File: src/rtl/wr_arbiter_pkg.sv
// ---------------------------------------------------------------------------
// wr_arbiter_pkg
//
// Shared defaults, types and helpers for the measurement write arbiter.
//   CH_NUM_DEFAULT      default number of measure channels (5)
//   DATA_WIDTH_DEFAULT  default width of one measurement word (64)
//   ch_idx_t            channel index type for the default channel count
//   data_t              measurement word type for the default width
//   idx_width()         index width for an arbitrary channel count (min 1)
//   wrap_inc()          increment with wrap from n-1 back to 0
// ---------------------------------------------------------------------------
package wr_arbiter_pkg;

  localparam int CH_NUM_DEFAULT     = 5;
  localparam int DATA_WIDTH_DEFAULT = 64;

  localparam int CH_IDX_W = $clog2(CH_NUM_DEFAULT);

  typedef logic [CH_IDX_W-1:0]           ch_idx_t;
  typedef logic [DATA_WIDTH_DEFAULT-1:0] data_t;

  // A single-channel build still needs a 1-bit index so the pointer and
  // grant index remain legal vectors.
  function automatic int idx_width(input int n);
    return (n > 1) ? $clog2(n) : 1;
  endfunction

  function automatic int wrap_inc(input int idx, input int n);
    return (idx >= n - 1) ? 0 : idx + 1;
  endfunction

endpackage

File: src/rtl/wr_arbiter_if.sv
// ---------------------------------------------------------------------------
// wr_arbiter_if
//
// Bundles the measure-side strobes, the regfile write port, the overflow
// flags and the arbiter pointer debug view.
//   raw_wr_en_i    [CH_NUM]               per-channel one-cycle write strobe
//   raw_wr_data_i  [CH_NUM][DATA_WIDTH]   per-channel data, valid with strobe
//   ovf_clr_i                             clear all sticky overflow flags
//   reg_wr_en_o                           single-cycle regfile write strobe
//   reg_wr_data_o  [DATA_WIDTH]           regfile data, holds when idle
//   ovf_o          [CH_NUM]               sticky per-channel overflow flags
//   dbg_ptr        [idx_width(CH_NUM)]    round-robin pointer (debug view)
//
// Handshake: both sides are strobe-only with no back-pressure. A channel
// presents data for exactly the cycle its raw_wr_en_i bit is high; the
// arbiter always accepts it into that channel's slot. On the regfile side a
// word is transferred in every cycle where reg_wr_en_o is high and the
// regfile must always accept it.
//
// Modports: master = the measure blocks / regfile side (drives strobes),
//           slave  = the arbiter.
// ---------------------------------------------------------------------------
interface wr_arbiter_if #(
  parameter int CH_NUM     = wr_arbiter_pkg::CH_NUM_DEFAULT,
  parameter int DATA_WIDTH = wr_arbiter_pkg::DATA_WIDTH_DEFAULT
);

  localparam int IDX_W = wr_arbiter_pkg::idx_width(CH_NUM);

  logic [CH_NUM-1:0]                 raw_wr_en_i;
  logic [CH_NUM-1:0][DATA_WIDTH-1:0] raw_wr_data_i;
  logic                              ovf_clr_i;
  logic                              reg_wr_en_o;
  logic [DATA_WIDTH-1:0]             reg_wr_data_o;
  logic [CH_NUM-1:0]                 ovf_o;
  logic [IDX_W-1:0]                  dbg_ptr;

  modport master (
    output raw_wr_en_i,
    output raw_wr_data_i,
    output ovf_clr_i,
    input  reg_wr_en_o,
    input  reg_wr_data_o,
    input  ovf_o,
    input  dbg_ptr
  );

  modport slave (
    input  raw_wr_en_i,
    input  raw_wr_data_i,
    input  ovf_clr_i,
    output reg_wr_en_o,
    output reg_wr_data_o,
    output ovf_o,
    output dbg_ptr
  );

endinterface

File: src/rtl/wr_slot.sv
// ---------------------------------------------------------------------------
// wr_slot
//
// One channel's one-entry holding slot: pending flag, data register and
// sticky overflow flag.
//   clk_i, rst_i  clock, asynchronous active-high reset
//   strobe        channel write strobe
//   din           channel data, captured when strobe is high
//   grant         arbiter is draining this slot in the current cycle
//   ovf_clr       clear the sticky overflow flag
//   pending       slot holds a word not yet written to the regfile
//   data          slot data
//   ovf           sticky overflow flag
//
// Optional feature: define WR_ARBITER_OVF_EN to enable overflow detection.
// Without it ovf is tied to 0 and ovf_clr is ignored; the slot still keeps
// only the newest word.
// ---------------------------------------------------------------------------
module wr_slot
  import wr_arbiter_pkg::*;
#(
  parameter int DATA_WIDTH = DATA_WIDTH_DEFAULT
) (
  input  logic                  clk_i,
  input  logic                  rst_i,
  input  logic                  strobe,
  input  logic [DATA_WIDTH-1:0] din,
  input  logic                  grant,
  input  logic                  ovf_clr,
  output logic                  pending,
  output logic [DATA_WIDTH-1:0] data,
  output logic                  ovf
);

  // A strobe always lands in the slot. When it coincides with the grant the
  // old word leaves through the arbiter on the same edge, so the slot simply
  // stays pending with the new word.
  always_ff @(posedge clk_i or posedge rst_i) begin
    if (rst_i) begin
      pending <= 1'b0;
      data    <= '0;
    end else if (strobe) begin
      pending <= 1'b1;
      data    <= din;
    end else if (grant) begin
      pending <= 1'b0;
    end
  end

`ifdef WR_ARBITER_OVF_EN
  logic ovf_q;

  // Only a word that is pending and not being drained this cycle is lost.
  // A loss on the same edge as a clear must remain visible, so set wins.
  always_ff @(posedge clk_i or posedge rst_i) begin
    if (rst_i) begin
      ovf_q <= 1'b0;
    end else if (strobe && pending && !grant) begin
      ovf_q <= 1'b1;
    end else if (ovf_clr) begin
      ovf_q <= 1'b0;
    end
  end

  assign ovf = ovf_q;
`else
  logic unused_ovf_clr;

  assign unused_ovf_clr = ovf_clr;
  assign ovf            = 1'b0;
`endif

endmodule

File: src/rtl/wr_arbiter.sv
// ---------------------------------------------------------------------------
// wr_arbiter
//
// Funnels one-cycle write strobes from CH_NUM measure channels into a single
// regfile write port. Each channel owns a one-entry slot; a round-robin
// selector drains one pending slot per cycle into a registered output.
// Uncontended latency is two cycles (strobe in N, reg_wr_en_o high in N+2).
//
// Ports:
//   clk_i  system clock, rising edge
//   rst_i  asynchronous active-high reset
//   bus    wr_arbiter_if.slave (strobes, regfile port, overflow, dbg_ptr)
//
// Parameters:
//   CH_NUM      number of measure channels (default 5)
//   DATA_WIDTH  measurement word width (default 64)
//
// Optional feature: define WR_ARBITER_OVF_EN to enable the sticky per-channel
// overflow flags; otherwise ovf_o is constant 0.
// ---------------------------------------------------------------------------
module wr_arbiter
  import wr_arbiter_pkg::*;
#(
  parameter int CH_NUM     = CH_NUM_DEFAULT,
  parameter int DATA_WIDTH = DATA_WIDTH_DEFAULT
) (
  input  logic          clk_i,
  input  logic          rst_i,
  wr_arbiter_if.slave   bus
);

  localparam int IDX_W = idx_width(CH_NUM);

  logic [CH_NUM-1:0]     pending;
  logic [CH_NUM-1:0]     grant_vec;
  logic [CH_NUM-1:0]     ovf;
  logic [DATA_WIDTH-1:0] slot_data [CH_NUM];

  logic [IDX_W-1:0]      ptr;
  logic [IDX_W-1:0]      ptr_next;
  logic [IDX_W-1:0]      gnt_idx;
  logic [IDX_W-1:0]      cand;
  logic                  gnt_any;
  int                    cand_int;

  logic                  reg_wr_en;
  logic [DATA_WIDTH-1:0] reg_wr_data;

  // -------------------------------------------------------------------------
  // Per-channel slots
  // -------------------------------------------------------------------------
  for (genvar i = 0; i < CH_NUM; i++) begin : g_slot
    wr_slot #(
      .DATA_WIDTH (DATA_WIDTH)
    ) u_slot (
      .clk_i   (clk_i),
      .rst_i   (rst_i),
      .strobe  (bus.raw_wr_en_i[i]),
      .din     (bus.raw_wr_data_i[i]),
      .grant   (grant_vec[i]),
      .ovf_clr (bus.ovf_clr_i),
      .pending (pending[i]),
      .data    (slot_data[i]),
      .ovf     (ovf[i])
    );
  end

  // -------------------------------------------------------------------------
  // Round-robin selector: first pending slot at or above ptr, wrapping from
  // CH_NUM-1 to 0. The candidate index is folded back into range by a single
  // subtraction because ptr is always below CH_NUM.
  // -------------------------------------------------------------------------
  always_comb begin
    gnt_any  = 1'b0;
    gnt_idx  = '0;
    cand     = '0;
    cand_int = 0;
    for (int i = 0; i < CH_NUM; i++) begin
      cand_int = int'(ptr) + i;
      if (cand_int >= CH_NUM) begin
        cand_int = cand_int - CH_NUM;
      end
      cand = cand_int[IDX_W-1:0];
      if (!gnt_any && pending[cand]) begin
        gnt_any = 1'b1;
        gnt_idx = cand;
      end
    end
  end

  always_comb begin
    grant_vec = '0;
    if (gnt_any) begin
      grant_vec[gnt_idx] = 1'b1;
    end
  end

  assign ptr_next = IDX_W'(wrap_inc(int'(gnt_idx), CH_NUM));

  // -------------------------------------------------------------------------
  // Registered regfile port and pointer. Data only moves on a grant so the
  // regfile sees a stable value between writes.
  // -------------------------------------------------------------------------
  always_ff @(posedge clk_i or posedge rst_i) begin
    if (rst_i) begin
      reg_wr_en   <= 1'b0;
      reg_wr_data <= '0;
      ptr         <= '0;
    end else begin
      reg_wr_en <= gnt_any;
      if (gnt_any) begin
        reg_wr_data <= slot_data[gnt_idx];
        ptr         <= ptr_next;
      end
    end
  end

  assign bus.reg_wr_en_o   = reg_wr_en;
  assign bus.reg_wr_data_o = reg_wr_data;
  assign bus.ovf_o         = ovf;
  assign bus.dbg_ptr       = ptr;

endmodule

File: src/flat_wrapper.sv
// flat-port wrapper written by rule: the top's interface ports become plain ports
module wr_arbiter_flat import wr_arbiter_pkg::*;
#(
  parameter int CH_NUM     = CH_NUM_DEFAULT,
  parameter int DATA_WIDTH = DATA_WIDTH_DEFAULT
)
  (clk_i, rst_i, bus_raw_wr_en_i, bus_raw_wr_data_i, bus_ovf_clr_i, bus_reg_wr_en_o, bus_reg_wr_data_o, bus_ovf_o, bus_dbg_ptr);
  wr_arbiter_if #(.CH_NUM(CH_NUM), .DATA_WIDTH(DATA_WIDTH)) bus_i ();
  input  logic clk_i;
  input  logic rst_i;
  input wire logic [$bits(bus_i.raw_wr_en_i)-1:0] bus_raw_wr_en_i;
  input wire logic [$bits(bus_i.raw_wr_data_i)-1:0] bus_raw_wr_data_i;
  input wire logic [$bits(bus_i.ovf_clr_i)-1:0] bus_ovf_clr_i;
  output wire logic [$bits(bus_i.reg_wr_en_o)-1:0] bus_reg_wr_en_o;
  output wire logic [$bits(bus_i.reg_wr_data_o)-1:0] bus_reg_wr_data_o;
  output wire logic [$bits(bus_i.ovf_o)-1:0] bus_ovf_o;
  output wire logic [$bits(bus_i.dbg_ptr)-1:0] bus_dbg_ptr;
  assign bus_i.raw_wr_en_i = bus_raw_wr_en_i;
  assign bus_i.raw_wr_data_i = bus_raw_wr_data_i;
  assign bus_i.ovf_clr_i = bus_ovf_clr_i;
  assign bus_reg_wr_en_o = bus_i.reg_wr_en_o;
  assign bus_reg_wr_data_o = bus_i.reg_wr_data_o;
  assign bus_ovf_o = bus_i.ovf_o;
  assign bus_dbg_ptr = bus_i.dbg_ptr;
  wr_arbiter #(.CH_NUM(CH_NUM), .DATA_WIDTH(DATA_WIDTH)) u_core (.clk_i(clk_i), .rst_i(rst_i), .bus(bus_i));
endmodule
File: config.mk
export PLATFORM = sky130hd
export DESIGN_NAME = wr_arbiter_flat
export DESIGN_NICKNAME = d
export VERILOG_FILES = /design/src/rtl/wr_arbiter_pkg.sv /design/src/rtl/wr_arbiter_if.sv /design/src/rtl/wr_slot.sv /design/src/rtl/wr_arbiter.sv /design/src/flat_wrapper.sv
export SDC_FILE = /design/constraint.sdc
export NUM_CORES = 1
export LEC_CHECK = 0
export BUFFER_PORTS_ARGS = -buffer_cell sky130_fd_sc_hd__buf_2
export CELL_PAD_IN_SITES_DETAIL_PLACEMENT = 0
export CELL_PAD_IN_SITES_GLOBAL_PLACEMENT = 1
export CORE_ASPECT_RATIO = 1.5
export CORE_MARGIN = 8
export CORE_UTILIZATION = 25
export CTS_BUF_LIST = sky130_fd_sc_hd__clkbuf_8 sky130_fd_sc_hd__clkbuf_16
export CTS_CLUSTER_SIZE = 28
export DETAILED_ROUTE_END_ITERATION = 10
export PLACE_DENSITY_LB_ADDON = 0.08
export SETUP_SLACK_MARGIN = 0.02
export SYNTH_ARGS = -nofsm -noshare
export SYNTH_HDL_FRONTEND = slang
export SYNTH_SLANG_ARGS = --single-unit
export TNS_END_PERCENT = 100
File: constraint.sdc
create_clock -name clk_i -period 14.5 [get_ports clk_i]
set_input_delay 0.725 -clock clk_i [delete_from_list [all_inputs] [get_ports clk_i]]
set_output_delay 0.725 -clock clk_i [all_outputs]
set_load 0.1 [all_outputs]
==> summary.md, run 1 <==
| Metric | Value |
|---|---|
| XOR/XNOR share of the synthesized area | `less than 1%` |
| H-tree depth | `2` |
| Mux cell area share after synthesis | `19.8%` |
| First-pass GRT wire length | `approximately 100 mm` |
| Clock Sinks | `around 390` |
| CP required | `about 15000 ps` |
| Root buf cell | `clkbuf_16` |
| Die area | `roughly 83000 um2` |
| TritonCTS clock tree | `yes` |
| Skew-Pair Late Insertion Delay | `~590 ps` |
| Port-buffer cells | `slightly below 400` |
| Outcome | `complete, no violations` |
| HP Class | `in2async` |
| Critical path class | `reg2reg` |
| Setup bufs post-CTS | `0` |
| Max Freq | `170 MHz` |
| CTS Buf Count | `45` |
| Largest area contributor in the netlist | `dfrtp_1` |
| CP endpoint kind | `register` |
| Final WL | `69.8 mm` |
| Yosys reg bits | `393` |
| Area Overhead vs Synth | `23.9%` |
| Pin slew with the least headroom to its limit | `about 1200 ps` |
| Final min period | `approximately 5900 ps` |
| Final TNS setup | `0 ps` |
| Cts repair resizes | `0` |
| Async SR Flop Fraction | `100%` |
| Antenna viol nets, final | `0` |
| Critical path fanouts, max | `36` |
| Synth top cells by count | `dfrtp_1 (393), mux2_2 (258), clkbuf_1 (106)` |
| Register area share after synthesis | `53.0%` |
| Fraction of layout cells with a size suffix above 1 | `~43%` |
| Post-DP HPWL | `~46 mm` |
| Fin Hold WS | `256 ps` |
| Largest net degree at the start of global routing | `159` |
| Starting Density | `25.2%` |
| Warnings from Yosys | `0` |
| Post-synth EDFFs | `0` |
| Yosys cell types | `68` |
| Setup Viol. Count Final | `0` |
| CTS Hold Bufs | `0` |
| Max_cap viols | `0` |
| Via count | `between 10000 and 15000` |
| Unrepaired setup endpoints after global routing | `false` |
| GRT Total Usage | `between 10% and 20%` |
| Period Utilization, post-route | `slightly above 40%` |
| Relative slew slack | `about 20%` |
| Placed Area | `21400 um2` |
| Compound-gate portion of the synthesized area | `between 10% and 20%` |
| Mean Syn Cell Area | `12.1 um2` |
| Most frequent cell after synthesis | `dfrtp_1` |
| Synth top area share | `53.0%` |
| Die H | `roughly 350 um` |
| CP Launch Type | `register` |
| Post-Synthesis Cells | `~1500` |
| Final Max Tran Viols | `0` |
| Vias in the first global route | `15400` |
| Core Area | `73700 um2` |
| Post-Synth Simple-Gate Area | `5.68%` |
| Number of fillers in the final layout | `around 7700` |
| Worst Path Arrival | `between 6000 and 7000 ps` |
| GRT overflow | `0` |
| Sequential cell area | `just under 10000 um2` |
| Area of the multi-input gates | `7920 um2` |
| Adder-Cell Fraction of Synth Area | `less than 1%` |
| Initial antenna violation count | `roughly 40` |
| DR WL/cell | `24.0 um` |
| DR vias/cell | `between 4 and 5` |
| Layout Nets | `between 2000 and 2500` |
| Hold Violations, Final | `0` |
| Top cells by area, synth | `dfrtp_1 (53%), mux2_2 (16%), mux2i_1 (3.8%)` |
| I/O Pins | `roughly 400` |
| Final Wtd Congestion | `~0.75` |
| Main combinational cell family by area after synthesis | `multiplexers` |
| Initial DRC count | `581` |
| Worst-path clk slew | `about 70 ps` |
| # DRC | `0` |
| Die Span X | `239 um` |
| Mapped Area | `around 19000 um2` |
| Num rows | `between 100 and 150` |
| Final instance area | `approximately 23000 um2` |
| Clock buffer depth | `3` |
| Worst Skew | `about 22 ps` |
| Router iterations before antenna repair | `4` |
| Synth Flop Type | `dfrtp_1` |
==> cell families after synthesis <==
| group | Yosys count |
|---|---|
| AOI/OAI and AO/OA | 379 |
| xor gates and xnor gates | 3 |
| adders and majority gates | 10 |
| buffers and inverters | 217 |
| DFF | 393 |
| muxes | 332 |
| other | 1 |
| and+or+nand+nor | 201 |
==> sequential cells by signal, summed over array words and instances (netlist names) <==
signal,count
u_core.g_slot.u_slot.data,320
u_core.g_slot.u_slot.pending,5
u_core.bus.reg_wr_data_o,64
u_core.bus.reg_wr_en_o,1
u_core.bus.dbg_ptr,3
==> metrics by stage <==
| step | util (%) | instances | setup slack, ps |
|---|---|---|---|
| finish | 31.2 | 2905 | 8620 |
| global route | 31.2 | 2897 | 8220 |
| CTS | 31.1 | 2888 | 8500 |
| detailed placement | 29.1 | 2807 | 8520 |
| global placement | 29.1 | 2807 | 8590 |
| floorplan | - | 1540 | 2850 |
==> layout by cell type, fill, tap and decap left out, types with 9 or more instances in the layout <==
cell,instances
a21oi_1,75
a32oi_1,66
and3_1,64
buf_2,389
buf_4,24
clkbuf_16,45
clkbuf_8,14
dfrtp_1,393
diode_2,17
ha_1,9
inv_1,83
mux2_2,258
mux2i_1,71
nand2_1,86
o211ai_1,17
o211ai_2,49
o21ai_0,69
o221ai_1,64
==> layer usage <==
layer	global-route usage, %	wire length, um	up-vias
li1	-	-	6341
met1	19.9	28900	7081
met2	28.4	34700	380
met3	4.60	4230	120
met4	5.21	1880	22
met5	0	141	-
==> critical path: stages (launching register included) <==
cell	delay (ps)
dfrtp_1	630
inv_1	270
ha_1	730
mux4_2	380
mux2_2	270
and2_4	180
or2_4	240
nor4_4	410
nand3_1	340
a211oi_4	310
or2_4	630
buf_4	700
inv_1	100
ha_1	300
nand2_1	60
o22ai_1	70
==> area by class of cell <==
cell class / instances / area share, %
Timing Repair Buffer: 414 / 9.33
Multi-Input combinational cell: 930 / 34.4
Clock buffer: 59 / 5.73
Tap cell: 992 / 5.40
Clock inverter: 22 / 0.892
Antenna cell: 17 / 0.185
Inverter: 78 / 1.31
Sequential cell: 393 / 42.7
==> final timing paths <==
kind                                                                end  depth (start not counted)                                    startpoint  slack [ps]
min in group clk_i         u_core.g_slot[1].u_slot.data[15]$_DFFE_PP0P_                          3                         bus_raw_wr_data_i[79]         340
max reg2reg                           u_core.bus.dbg_ptr[1]$_DFFE_PP0P_                         15             u_core.bus.dbg_ptr[1]$_DFFE_PP0P_        8620
max                                   u_core.bus.dbg_ptr[1]$_DFFE_PP0P_                         15             u_core.bus.dbg_ptr[1]$_DFFE_PP0P_        8620
max in group asynchronous   u_core.g_slot[3].u_slot.data[7]$_DFFE_PP0P_                          4                                         rst_i       11860
min                        u_core.g_slot[3].u_slot.data[47]$_DFFE_PP0P_                          2                                         rst_i         260
min reg2reg                u_core.g_slot[0].u_slot.data[42]$_DFFE_PP0P_                          1  u_core.g_slot[0].u_slot.data[42]$_DFFE_PP0P_         500
Power of run 1 is not shown: default switching activity piles up to over one toggle a cycle in this logic, so the estimate is an artifact.
==> inputs of run 2 (changes only) <==
==> constraint.sdc (replaced) <==
create_clock -name clk_i -period 5.7 [get_ports clk_i]
set_input_delay 0.285 -clock clk_i [delete_from_list [all_inputs] [get_ports clk_i]]
set_output_delay 0.285 -clock clk_i [all_outputs]
set_load 0.1 [all_outputs]
==> run 2 against run 1 <==
  * Register-to-register slack got worse by 7700 ps
  * Critical path type unchanged
  * Wire length increased by 1.9%
  * First-iteration DRC count grew 31%
  * Design area rose by 15%
  * Core utilization up 4.6 points
  * Critical endpoint is now u_core.bus.reg_wr_data_o[61]$_DFFE_PP0P_
  * Fmax increased by 24%
  * Flip-flop and latch count is the same
  * Die area unchanged
==> summary.md, run 2 (synthesis results as in run 1) <==
| Metric | Value |
|---|---|
| Pin slew with the least headroom to its limit | `983 ps (-216 ps)` |
| Most flop-heavy register | `u_core.g_slot.u_slot.data` |
| CP Launch Type | `register` |
| R2R depth | `12 (-3)` |
| Skew-Pair Late Insertion Delay | `580 ps (about the same)` |
| Setup bufs post-CTS | `0 (unchanged)` |
| Clock buffer depth | `3 (unchanged)` |
| Unrepaired setup endpoints after global routing | `false` |
| Largest net degree at the start of global routing | `150 (-5.7%)` |
| Final TNS setup | `0 ps (unchanged)` |
| Root buf cell | `clkbuf_16` |
| Hold Violations, Final | `0 (unchanged)` |
| Bufs and invs on worst path | `2 (-1)` |
| DR vias/cell | `4.69 (-2.3%)` |
| CP Cell Sequence | `inv_1 -> ha_1 -> a221oi_1 -> mux2_2 -> and2_4 -> or2_4 -> nor4_4 -> nand3_1 -> a211oi_4 -> buf_4 -> o221ai_1 -> o211ai_1` |
| Setup Viol. Count Final | `0 (unchanged)` |
| Clock Sinks | `393 (unchanged)` |
| GRT Total Usage | `16.9% (+0.39 points)` |
| Worst Skew | `22.6 ps (+0.372 ps)` |
| Slowest CP cell | `dfrtp_1` |
| CP required | `6200 ps (-8750 ps)` |
| Area Overhead vs Synth | `42.2%` |
| Critical path depth in cells | `12 (-3)` |
| Die area | `83400 um2 (unchanged)` |
| Critical path's top delay family | `compound AO/OA/AOI/OAI gates` |
| GRT overflow | `0 (unchanged)` |
| H-tree depth | `2 (unchanged)` |
| Port-buffer cells | `394 (unchanged)` |
| Final Wtd Congestion | `0.764 (+1.4%)` |
| Num rows | `122 (unchanged)` |
| Dpl ws | `798 ps (-7730 ps)` |
| CP endpoint kind | `register` |
| Max Freq | `211 MHz (+24%)` |
| First-pass GRT wire length | `109 mm (+4.5%)` |
| Number of fillers in the final layout | `7366 (-4.0%)` |
| Via count | `15100 (+8.5%)` |
| # DRC | `0 (unchanged)` |
| Core Area | `73700 um2 (unchanged)` |
| Period Utilization, post-route | `83.3% (+43 points)` |
| Critical path class | `reg2reg` |
| Final min period | `4750 ps (-1140 ps)` |
| Most common cell after layout, fill and taps aside | `dfrtp_1` |
| Layout Nets | `2535 (+15%)` |
| Die Span X | `239 um (unchanged)` |
| Vias in the first global route | `16800 (+9.5%)` |
| Final WL | `71.2 mm (+1.9%)` |
| Most frequent cells in the layout | `dfrtp_1 (393), buf_2 (389), dlygate4sd3_1 (321)` |
| Min-Delay Path Depth | `2` |
| Antenna viol nets, final | `0 (unchanged)` |
| Starting Density | `25.2% (unchanged)` |
| I/O Pins | `401 (unchanged)` |
| Outcome | `complete, no violations` |
| Fin worst setup slack | `951 ps (-7660 ps)` |
| DR WL/cell | `22.1 um (-8.2%)` |
| Fraction of layout cells with a size suffix above 1 | `37.0% (-6.1 points)` |
| Critical path fanouts, max | `36 (unchanged)` |
| Relative slew slack | `34.5% (+14 points)` |
| Initial antenna violation count | `10 (-76%)` |
| Worst-path clk slew | `60 ps (about the same)` |
| Worst Path Arrival | `5250 ps (-1090 ps)` |
| Die H | `350 um (unchanged)` |
| Final Max Tran Viols | `0 (unchanged)` |
| Critical path's largest stage delay | `630 ps (-100 ps)` |
| HP Class | `in2reg` |
| TritonCTS clock tree | `yes` |
| CTS Buf Count | `45 (unchanged)` |
| Max_cap viols | `0 (unchanged)` |
| R2R setup slack | `950 ps (-7660 ps)` |
| Router iterations before antenna repair | `4 (unchanged)` |
| Fin Hold WS | `253 ps (-2.90 ps)` |
| Max reg flops | `320 (unchanged)` |
| Initial DRC count | `762 (+31%)` |
| Post-DP HPWL | `47.6 mm (+3.2%)` |
## run 2: cell types whose count changed in the layout (fill, tap and decap cells not counted), sizes merged
cell	previous run	this run
diode	17	5
clkbuf	59	57
inv	87	90
clkinvlp	0	3
dlygate4sd3	0	321
buf	414	428
clkinv	10	4
## run 2: cell type report
class                   instances  area (um2)  area share, %
inverters                      78         297           1.12
clock inverters                22         185          0.702
diodes                          5        12.5         0.0474
clock buffers                  57        1300           4.94
flip-flops and latches        393        9830           37.3
multi-input cells             930        7920           30.0
well taps                     992        1240           4.70
repair buffers                749        5600           21.2
## run 2: worst reg2reg max path: stages, from the launching register on
cell and delay, ps:
dfrtp_1 630, inv_1 240, ha_1 360, a221oi_1 590, mux2_2 400, and2_4 180, or2_4 240, nor4_4 370
nand3_1 330, a211oi_4 370, buf_4 510, o221ai_1 330, o211ai_1 140
## run 2: what timing repair did
action	CTS	global route
endpoints found under the hold margin	344	0
hold buffers	321	0
setup endpoints to repair	0	0
resized for setup	0	0
## run 2: stage by stage
step,utilization (%),area (um2),std cells
6_report,35.8,26400,3226
3_5_place_dp,29.4,21700,2821
3_3_place_gp,29.4,21700,2821
4_1_cts,35.8,26400,3221
5_1_grt,35.8,26400,3223
2_1_floorplan,-,18600,1540
## run 2: final timing paths
kind	start	to
max in group asynchronous	rst_i	u_core.g_slot[0].u_slot.data[28]$_DFFE_PP0P_
min in group asynchronous	rst_i	u_core.g_slot[3].u_slot.data[53]$_DFFE_PP0P_
min reg2reg	u_core.g_slot[0].u_slot.data[4]$_DFFE_PP0P_	u_core.g_slot[0].u_slot.data[4]$_DFFE_PP0P_
min	bus_raw_wr_en_i[2]	u_core.g_slot[2].u_slot.data[58]$_DFFE_PP0P_
max reg2reg	u_core.bus.dbg_ptr[1]$_DFFE_PP0P_	u_core.bus.reg_wr_data_o[61]$_DFFE_PP0P_
max	u_core.bus.dbg_ptr[1]$_DFFE_PP0P_	u_core.bus.reg_wr_data_o[61]$_DFFE_PP0P_
## run 2: layer usage
metal	track usage (%)	wire length, um	vias up
li1	-	-	6998
met1	20.8	30000	7649
met2	29.8	36100	391
met3	3.51	3300	86
met4	4.58	1650	8
met5	0	49	-
Power of run 2 is left out for the same reason.
==> inputs of run 3 (changes only) <==
==> constraint.sdc (replaced) <==
create_clock -name clk_i -period 4.8 [get_ports clk_i]
set_input_delay 0.24 -clock clk_i [delete_from_list [all_inputs] [get_ports clk_i]]
set_output_delay 0.24 -clock clk_i [all_outputs]
set_load 0.1 [all_outputs]
==> run 3 against run 2 <==
  * Critical path type unchanged
  * Highest routed layer unchanged
  * Flip-flop and latch count did not move
  * Wire length rose by 2.1%
  * Core utilization rose by 0.23 points
  * Worst setup slack got worse by 590 ps
  * Largest cell class unchanged
==> summary.md, run 3 (synthesis results as in run 1) <==
| Metric | Value |
|---|---|
| Outcome | `complete, no violations` |
| Post-DP HPWL | `48.9 mm (+2.7%)` |
| Top Layer Used | `met5` |
| Max Freq | `225 MHz (+7.0%)` |
| Met2 Routed Length | `37.1 mm (+2.8%)` |
| Worst Path Arrival | `4880 ps (-370 ps)` |
| Final min period | `4440 ps (-310 ps)` |
| Met3 wire len | `3.32 mm (+0.45%)` |
| Setup Viol. Count Final | `0 (unchanged)` |
| Root buf cell | `clkbuf_16` |
| First-pass GRT wire length | `110 mm (+1.5%)` |
| Final Max Tran Viols | `0 (unchanged)` |
| H-tree depth | `2 (unchanged)` |
| Period Utilization, post-route | `92.5% (+9.2 points)` |
| Final TNS setup | `0 ps (unchanged)` |
| # DRC | `0 (unchanged)` |
| Skew-Pair Late Insertion Delay | `580 ps (about the same)` |
| Port-buffer cells | `394 (unchanged)` |
| CTS Buf Count | `45 (unchanged)` |
| DR WL/cell | `22.4 um (+1.5%)` |
| Antenna viol nets, final | `0 (unchanged)` |
| Die H | `350 um (unchanged)` |
| Die area | `83400 um2 (unchanged)` |
| CP endpoint kind | `register` |
| Fraction of layout cells with a size suffix above 1 | `37.4% (+0.41 points)` |
| Relative slew slack | `21.2% (-13 points)` |
| Via count | `15200 (+0.63%)` |
| Num rows | `122 (unchanged)` |
| Worst-path clk slew | `60 ps (about the same)` |
| Critical path fanouts, max | `65 (+81%)` |
| Unrepaired setup endpoints after global routing | `false` |
| I/O Pins | `401 (unchanged)` |
| Starting Density | `25.2% (unchanged)` |
| Area Overhead vs Synth | `43.1%` |
| Final Wtd Congestion | `0.785 (+2.7%)` |
| Layout Nets | `2555 (+0.79%)` |
| CP required | `5240 ps (-960 ps)` |
| DR vias/cell | `4.70 (+0.11%)` |
| Number of fillers in the final layout | `7415 (+0.67%)` |
| Min-Delay Path Depth | `2 (unchanged)` |
| Most common cell after layout, fill and taps aside | `dfrtp_1` |
| Critical path class | `reg2reg` |
| Most frequent cells in the layout | `dfrtp_1 (393), buf_2 (389), dlygate4sd3_1 (321)` |
| GRT Total Usage | `17.2% (+0.31 points)` |
| Core Area | `73700 um2 (unchanged)` |
| Vias in the first global route | `17000 (+0.82%)` |
| Final WL | `72.6 mm (+2.1%)` |
| Pin slew with the least headroom to its limit | `1180 ps (+200 ps)` |
| Cts repair resizes | `0 (unchanged)` |
| R2R depth | `12 (unchanged)` |
| Largest net degree at the start of global routing | `95 (-37%)` |
| Max reg flops | `320 (unchanged)` |
| Hold Violations, Final | `0 (unchanged)` |
| Most flop-heavy register | `u_core.g_slot.u_slot.data` |
| TritonCTS clock tree | `yes` |
| GRT overflow | `0 (unchanged)` |
| Clock buffer depth | `3 (unchanged)` |
| M1 WL | `30.6 mm (+1.8%)` |
| Max_cap viols | `0 (unchanged)` |
| Router iterations before antenna repair | `4 (unchanged)` |
| Initial antenna violation count | `12 (+2)` |
| HP Class | `in2reg` |
| CP Launch Type | `register` |
| Initial DRC count | `673 (-12%)` |
| Die Span X | `239 um (unchanged)` |
| Worst Skew | `14.5 ps (-8.02 ps)` |
| Clock Sinks | `393 (unchanged)` |
-- run 3: changes by cell type in the layout (fill, tap and decap cells not counted), moves of 4 or more --
cell,previous run,this run
buf_4,27,41
buf_12,12,18
clkbuf_8,11,6
diode_2,5,9
-- run 3: layout make-up --
cell class                 count  area [um2]  share of cell area [%]
sequential                   393        9830                    37.0
multi-input combinational    930        7920                    29.8
timing repair buffer         769        5830                    21.9
clock buffer                  53        1260                    4.74
tap                          992        1240                    4.67
inverter                      78         297                    1.12
clock inverter                19         161                   0.608
antenna                        9        22.5                  0.0848
-- run 3: layer usage --
| metal | global-route usage [%] | up-vias |
|---|---|---|
| li1 | - | 7046 |
| met1 | 21.0 | 7716 |
| met2 | 30.6 | 376 |
| met3 | 3.46 | 86 |
| met4 | 4.56 | 4 |
| met5 | 0 | - |
-- run 3: what timing repair did --
action,4_1_cts,5_1_grt
hold endpoints to repair,343,0
buffers inserted,0,0
hold buffers,321,0
-- run 3: final timing paths --
path / start / endpoint / slack, ps
max in group asynchronous: rst_i / u_core.g_slot[4].u_slot.data[35]$_DFFE_PP0P_ / 3240
max: u_core.bus.dbg_ptr[1]$_DFFE_PP0P_ / u_core.bus.dbg_ptr[2]$_DFFE_PP0P_ / 360
min reg2reg: u_core.g_slot[0].u_slot.data[5]$_DFFE_PP0P_ / u_core.g_slot[0].u_slot.data[5]$_DFFE_PP0P_ / 500
min in group asynchronous: rst_i / u_core.g_slot[0].u_slot.data[47]$_DFFE_PP0P_ / 380
min: bus_raw_wr_en_i[0] / u_core.g_slot[0].u_slot.pending$_DFFE_PP0P_ / 170
max reg2reg: u_core.bus.dbg_ptr[1]$_DFFE_PP0P_ / u_core.bus.dbg_ptr[2]$_DFFE_PP0P_ / 360
-- run 3: stage by stage --
stage | std cells | hold slack, ps | utilization (%) | worst slack, ps | instance area, um2
2_1_floorplan | 1540 | 357 | - | -728 | 18600
3_3_place_gp | 2841 | 444 | 29.7 | 346 | 21900
3_5_place_dp | 2841 | 441 | 29.7 | 340 | 21900
4_1_cts | 3234 | 126 | 36.0 | 298 | 26500
5_1_grt | 3241 | 155 | 36.0 | 87.7 | 26600
6_report | 3243 | 168 | 36.0 | 361 | 26600
-- run 3: worst max-delay path, cell delays in order (launching register included) --
cell and delay (ps):
dfrtp_1 450, inv_1 180, ha_1 330, a221oi_1 460, mux2_2 390, and2_4 180
or2_4 240, nor4_4 420, and2_0 180, and2_4 920, inv_1 290, nand2_1 150
o22ai_1 70
Power of run 3 is left out for the same reason.
